--- src/rtl/pc_seq_pkg.sv ---
// pc_seq_pkg: shared types and defaults for the program-counter sequencer.
// Optional build macro used by this slice: PC_SEQ_PERF_EN.
package pc_seq_pkg;

  typedef enum logic [1:0] {
    BOOT = 2'd0,
    RUN  = 2'd1,
    HALT = 2'd2
  } state_t;

  typedef enum logic [1:0] {
    SEL_SEQ    = 2'd0,
    SEL_BRANCH = 2'd1,
    SEL_JUMP   = 2'd2
  } sel_t;

  localparam int DEF_STEP       = 4;
  localparam int DEF_ALIGN_BITS = 2;

endpackage

--- src/rtl/pc_sequencer_if.sv ---
// pc_sequencer_if: fetch-side valid/ready handshake carrying the PC.
// master = sequencer, slave = fetch stage.
interface pc_sequencer_if #(
  parameter int WIDTH = 32
);
  logic [WIDTH-1:0] pc;
  logic             pc_valid;
  logic             pc_ready;
  logic [WIDTH-1:0] pc_plus_step;

  modport master (
    output pc,
    output pc_valid,
    output pc_plus_step,
    input  pc_ready
  );

  modport slave (
    input  pc,
    input  pc_valid,
    input  pc_plus_step,
    output pc_ready
  );
endinterface

--- src/rtl/pc_next_sel.sv ---
// pc_next_sel: next-PC mux (jump > branch > sequential) with
// target alignment masking and misalignment detection.
module pc_next_sel
  import pc_seq_pkg::*;
#(
  parameter int WIDTH      = 32,
  parameter int STEP       = DEF_STEP,
  parameter int ALIGN_BITS = DEF_ALIGN_BITS
) (
  input  logic [WIDTH-1:0] pc,
  input  logic             advance,
  input  logic             jump_en,
  input  logic [WIDTH-1:0] jump_target,
  input  logic             branch_taken,
  input  logic [WIDTH-1:0] branch_target,
  output sel_t             sel,
  output logic [WIDTH-1:0] pc_next,
  output logic [WIDTH-1:0] pc_plus_step,
  output logic             misalign
);

  localparam logic [WIDTH-1:0] AMASK =
    WIDTH'((64'd1 << ALIGN_BITS) - 64'd1);

  logic [WIDTH-1:0] tgt;

  assign pc_plus_step = pc + WIDTH'(STEP);

  // fixed redirect priority
  always_comb begin
    sel = SEL_SEQ;
    if (jump_en)
      sel = SEL_JUMP;
    else if (branch_taken)
      sel = SEL_BRANCH;
  end

  // target pick, low-bit masking and next pc
  always_comb begin
    tgt      = '0;
    pc_next  = pc;
    misalign = 1'b0;
    unique case (sel)
      SEL_JUMP:   tgt = jump_target;
      SEL_BRANCH: tgt = branch_target;
      default:    tgt = '0;
    endcase
    if (sel != SEL_SEQ) begin
      pc_next  = tgt & ~AMASK;
      misalign = |(tgt & AMASK);
    end else if (advance) begin
      pc_next  = pc_plus_step;
    end
  end

endmodule

--- src/rtl/pc_sequencer.sv ---
// pc_sequencer: fetch PC register, BOOT/RUN/HALT control, sticky
// misalign flag; PC_SEQ_PERF_EN adds fetch/redirect counters.
module pc_sequencer
  import pc_seq_pkg::*;
#(
  parameter int          WIDTH        = 32,
  parameter int          STEP         = DEF_STEP,
  parameter int          ALIGN_BITS   = DEF_ALIGN_BITS,
  parameter logic [31:0] RESET_VECTOR = 32'h0000_0000
) (
  input  logic             clk,
  input  logic             rst_n,
  pc_sequencer_if.master   fetch,
  input  logic             stall,
  input  logic             halt_req,
  input  logic             jump_en,
  input  logic [WIDTH-1:0] jump_target,
  input  logic             branch_taken,
  input  logic [WIDTH-1:0] branch_target,
  input  logic             err_clr,
  output logic             halted,
  output logic             misalign_err
`ifdef PC_SEQ_PERF_EN
  ,
  output logic [31:0]      fetch_cnt,
  output logic [31:0]      redirect_cnt
`endif
);

  localparam logic [WIDTH-1:0] RST_PC = WIDTH'(RESET_VECTOR);

  state_t           state_q, state_d;
  logic             boot_q;
  logic [WIDTH-1:0] pc_q, pc_next, pc_plus_step;
  logic             accept, misalign, redirect;
  sel_t             sel;

  assign accept   = (state_q == RUN) & fetch.pc_ready & ~stall;
  assign redirect = (sel != SEL_SEQ);

  pc_next_sel #(
    .WIDTH      (WIDTH),
    .STEP       (STEP),
    .ALIGN_BITS (ALIGN_BITS)
  ) u_sel (
    .pc            (pc_q),
    .advance       (accept),
    .jump_en       (jump_en),
    .jump_target   (jump_target),
    .branch_taken  (branch_taken),
    .branch_target (branch_target),
    .sel           (sel),
    .pc_next       (pc_next),
    .pc_plus_step  (pc_plus_step),
    .misalign      (misalign)
  );

  // state, pc and sticky error registers
  always_ff @(posedge clk or negedge rst_n) begin
    if (!rst_n) begin
      state_q      <= BOOT;
      boot_q       <= 1'b0;
      pc_q         <= RST_PC;
      misalign_err <= 1'b0;
    end else begin
      state_q <= state_d;
      boot_q  <= 1'b1;
      pc_q    <= pc_next;
      if (misalign)
        misalign_err <= 1'b1;
      else if (err_clr)
        misalign_err <= 1'b0;
    end
  end

  // BOOT waits one full cycle after the first edge out of reset
  always_comb begin
    state_d = state_q;
    unique case (state_q)
      BOOT: if (boot_q) state_d = halt_req ? HALT : RUN;
      RUN:  if (halt_req) state_d = HALT;
      HALT: if (!halt_req) state_d = RUN;
      default: state_d = BOOT;
    endcase
  end

  assign fetch.pc           = pc_q;
  assign fetch.pc_valid     = (state_q == RUN);
  assign fetch.pc_plus_step = pc_plus_step;
  assign halted             = (state_q == HALT);

`ifdef PC_SEQ_PERF_EN
  // handshake and redirect event counters
  always_ff @(posedge clk or negedge rst_n) begin
    if (!rst_n) begin
      fetch_cnt    <= '0;
      redirect_cnt <= '0;
    end else if (err_clr) begin
      fetch_cnt    <= '0;
      redirect_cnt <= '0;
    end else begin
      if (accept)
        fetch_cnt <= fetch_cnt + 32'd1;
      if (redirect)
        redirect_cnt <= redirect_cnt + 32'd1;
    end
  end
`endif

endmodule
--- src/flat_wrapper.sv ---
// flat-port wrapper written by rule: the top's interface ports become plain ports
module pc_sequencer_flat import pc_seq_pkg::*;
#(
  parameter int          WIDTH        = 32,
  parameter int          STEP         = DEF_STEP,
  parameter int          ALIGN_BITS   = DEF_ALIGN_BITS,
  parameter logic [31:0] RESET_VECTOR = 32'h0000_0000
)
  (clk, rst_n, stall, halt_req, jump_en, jump_target, branch_taken, branch_target, err_clr, halted, misalign_err, fetch_pc, fetch_pc_valid, fetch_pc_plus_step, fetch_pc_ready);
  pc_sequencer_if #(.WIDTH(WIDTH)) fetch_i ();
  input  logic clk;
  input  logic rst_n;
  input  logic stall;
  input  logic halt_req;
  input  logic jump_en;
  input  logic [WIDTH-1:0] jump_target;
  input  logic branch_taken;
  input  logic [WIDTH-1:0] branch_target;
  input  logic err_clr;
  output logic halted;
  output logic misalign_err;
  output wire logic [$bits(fetch_i.pc)-1:0] fetch_pc;
  output wire logic [$bits(fetch_i.pc_valid)-1:0] fetch_pc_valid;
  output wire logic [$bits(fetch_i.pc_plus_step)-1:0] fetch_pc_plus_step;
  input wire logic [$bits(fetch_i.pc_ready)-1:0] fetch_pc_ready;
  assign fetch_pc = fetch_i.pc;
  assign fetch_pc_valid = fetch_i.pc_valid;
  assign fetch_pc_plus_step = fetch_i.pc_plus_step;
  assign fetch_i.pc_ready = fetch_pc_ready;
  pc_sequencer #(.WIDTH(WIDTH), .STEP(STEP), .ALIGN_BITS(ALIGN_BITS), .RESET_VECTOR(RESET_VECTOR)) u_core (.clk(clk), .rst_n(rst_n), .fetch(fetch_i), .stall(stall), .halt_req(halt_req), .jump_en(jump_en), .jump_target(jump_target), .branch_taken(branch_taken), .branch_target(branch_target), .err_clr(err_clr), .halted(halted), .misalign_err(misalign_err));
endmodule
--- config.mk ---
export PLATFORM = sky130hd
export DESIGN_NAME = pc_sequencer_flat
export DESIGN_NICKNAME = d
export VERILOG_FILES = /design/src/rtl/pc_seq_pkg.sv /design/src/rtl/pc_sequencer_if.sv /design/src/rtl/pc_next_sel.sv /design/src/rtl/pc_sequencer.sv /design/src/flat_wrapper.sv
export SDC_FILE = /design/constraint.sdc
export NUM_CORES = 1
export LEC_CHECK = 0
export BUFFER_PORTS_ARGS = -buffer_cell sky130_fd_sc_hd__buf_4
export CAP_MARGIN = 10
export CORE_MARGIN = 5
export CORE_UTILIZATION = 30
export CTS_BUF_LIST = sky130_fd_sc_hd__clkbuf_8
export DETAILED_ROUTE_END_ITERATION = 12
export PLACE_DENSITY_LB_ADDON = 0.25
export SLEW_MARGIN = 10
export SYNTH_ARGS = -nofsm -noshare
export SYNTH_HDL_FRONTEND = slang
export SYNTH_SLANG_ARGS = --single-unit
export TNS_END_PERCENT = 100
--- constraint.sdc ---
create_clock -name clk -period 2.4 [get_ports clk]
set_input_delay 0.24 -clock clk [delete_from_list [all_inputs] [get_ports clk]]
set_output_delay 0.24 -clock clk [all_outputs]
set_load 0.05 [all_outputs]
==> flow_summary.ini <==
[final_layout]
drive_above_1_share_pct = 51.4
layout_commonest_cell = buf_4
area.growth.synth_to_final_pct = 66.4
num_antenna_cells = 0
most-common-layout-cells = buf_4, nand2_1, a21oi_1, o21ai_0, dfrtp_2
fin_nets = 563
fillers = 851
fin_area_um2 = 4420

[worst_hold_path]
min_from = halt_req
holdPathStages = 2
min_path_type = in -> reg
hold_end = u_core.state_q[0]

[route]
met2_wirelength_um = 5220
drt-initial-drc-count = 105
drtPass1Iterations = 5
wl_met3_um = 706
top_layer = met4
ant_nets = 0
routed_wl_um = 10200
met1_length_um = 4140
routedWlPerCell_um = 17.0
vias_per_cell = 5.18
num_vias = 3099
remaining_drc_errors = 0

[logic_synthesis]
yosysTopAreaCellShare_pct = 32.0
synth_edf_count = 0
avgSynthCellArea_um2 = 8.19
synthCells = 324
syn-cell-area_um2 = 2660
ys_warn_count = 0
postSynth.asyncResetShare_pct = 100
ys_ff_latch = 34
synth.largest_area_cell = dfrtp_1
synth.top_cells.by_area = dfrtp_1, xnor2_1, a22oi_1
synth_ff_type = dfrtp_1
ys_seq_area_share_pct = 32.0
yosysUniqueCellTypes = 48

[timing]
fin_crit_ns = 2.38
slew_viol_final = 0
post-route-period-util_pct = 99.3
grt_setup_unrepaired = yes
worst_pin_slew_ns = 1.03
skew_ns = 0.00892
slew_headroom_pct = 30.8
finalSetupViolations = 0
hold_viol_final = 0
max_freq_mhz = 419

[grt]
grtUsageTotal_pct = 18.4
grt_start_max_net_pins = 35
antenna_found_initial = 0
globalRouteOverflowTotal = 0
first_global_vias = 3215
grt_pass1_wl_um = 16500

[power]
ir_drop_mv = 0.306
power.switching_w = 0.00103
p_sw_share_pct = 44.0
p_leak_nw = 1.99
power_density_nw_per_um2 = 530
pwr-share-clk_pct = 18.3
p_int_w = 0.00131
power.total_w = 0.00234
p_comb_share_pct = 51.3
pwr-share-seq_pct = 30.5

[clock_network]
htreeDepth = 2
insertion_delay_ns = 0.28
cts_tree = yes
clk_transition_reported_paths_ns = 0.06
clockBufferDepth = 2
cts_sinks = 34
tritoncts.num_buffers = 5
root_buffer = clkbuf_8

[floorplan]
dieArea_um2 = 10800
fp.dieH_um = 104
core_um2 = 8680
row_count = 34
io-pin-count = 139
dieWidth_um = 104
start_util_pct = 30.6

[setup_path]
cp_max_fo = 5
worstPathArrival_ns = 2.14
r2r-end = u_core.fetch.pc[29]
rr_startpoint = u_core.fetch.pc[2]
cp.required_ns = 2.16
reg2reg_slack_ns = 0.37
crit_type = reg -> out
reg2regPathDepth = 7
crit_path_end_kind = output port
crit_path_start_kind = flop

[placement]
placed_cell_area_um2 = 4070
dp_hpwl_um = 7680
place_congestion = 0.819
port_buffers = 134

[flow_run]
maxCapViolCount = 0

[outcome]
status = finished clean
-- cell usage after synthesis (all sizes together) (7+ instances only) --
cell type,count
dfrtp,34
nand2,31
a21oi,24
xnor2,24
o21ai,22
a22oi,19
nor2,19
nand3,17
buf,14
clkbuf,14
nor3,13
xor2,11
a2bb2oi,9
nand4,9
inv,8
a22o,7
-- worst max-delay path, cell delays in order (launching register included) --
cell and delay (ns):
dfrtp_2 0.40, nand3_4 0.10, or4_4 0.61, nor4_4 0.26, buf_4 0.18, xor2_4 0.15, buf_6 0.17
-- cell type report --
class / instances / area [um2] / share of cell area [%]
Clock inverter: 1 / 3.75 / 0.0850
Multi-Input combinational cell: 257 / 1900 / 42.9
Inverter: 8 / 30.0 / 0.680
Sequential cell: 34 / 877 / 19.9
Tap cell: 108 / 135 / 3.06
Timing Repair Buffer: 184 / 1390 / 31.5
Clock buffer: 6 / 82.6 / 1.87
-- cells by family after synthesis --
family / count (synthesis) / share of synthesized area, %
adder cells (fa/ha/maj): 1 / 0.471
multiplexers: 3 / 1.13
flip-flops: 34 / 32.0
AND/OR/NAND/NOR: 113 / 23.8
XOR/XNOR: 35 / 11.5
AO/OA/AOI/OAI: 100 / 24.6
other: 2 / 0.283
buffers and inverters: 36 / 6.22
-- worst max path at each step --
stage | startpoint | to | slack (ns) | cells past startpoint
2_1_floorplan | u_core.fetch.pc[4] | fetch_pc_plus_step[29] | -0.10 | 6
3_5_place_dp | u_core.fetch.pc[2] | fetch_pc_plus_step[24] | 0.11 | 6
6_report | u_core.fetch.pc[2] | fetch_pc_plus_step[29] | 0.02 | 6
4_1_cts | u_core.fetch.pc[3] | fetch_pc_plus_step[29] | -0.02 | 6
5_1_grt | u_core.fetch.pc[12] | fetch_pc_plus_step[29] | -0.07 | 6
3_3_place_gp | u_core.fetch.pc[6] | fetch_pc_plus_step[29] | 0.15 | 5
-- sequential cells by signal, indices dropped and copies added (netlist names) --
| signal | flops |
|---|---|
| u_core.boot_q | 1 |
| u_core.state_q | 2 |
| u_core.misalign_err | 1 |
| u_core.fetch.pc | 30 |
-- metal layers --
metal  vias up  track usage [%]
li1       1509                -
met1      1469             21.6
met2       110             32.9
met3        11             5.15
met4         0             4.26
met5         -                0
-- timing repair --
action / in CTS / in global routing
pin swaps: 5 / 2
setup endpoints to repair: 7 / 9
hold buffers: 1 / 0
hold endpoints to repair: 34 / 0
buffers inserted: 21 / 8
resized for setup: 5 / 6
-- metrics by stage --
stage	hold WS [ns]	utilization [%]	worst slack [ns]	setup TNS (ns)	std cells
2_1_floorplan	-0.0556	-	-0.103	-0.297	327
3_3_place_gp	0.230	46.9	0.148	0	561
3_5_place_dp	0.228	46.9	0.107	0	561
4_1_cts	0.107	50.0	-0.0160	-0.0160	590
5_1_grt	0.118	50.9	-0.0652	-0.0659	598
6_report	0.121	50.9	0.0161	0	598
-- power by group through the flow --
stage / clock [W] / sequential (W) / combinational (W)
after floorplan: 0 / 0.000931 / 0.000533
after global placement: 0 / 0.000756 / 0.00109
after detailed placement: 0 / 0.000761 / 0.00109
after CTS: 0.000446 / 0.000715 / 0.00118
after global routing: 0.000470 / 0.000720 / 0.00127
final: 0.000427 / 0.000712 / 0.00120
Note: power is estimated with default switching activity, not from simulation.
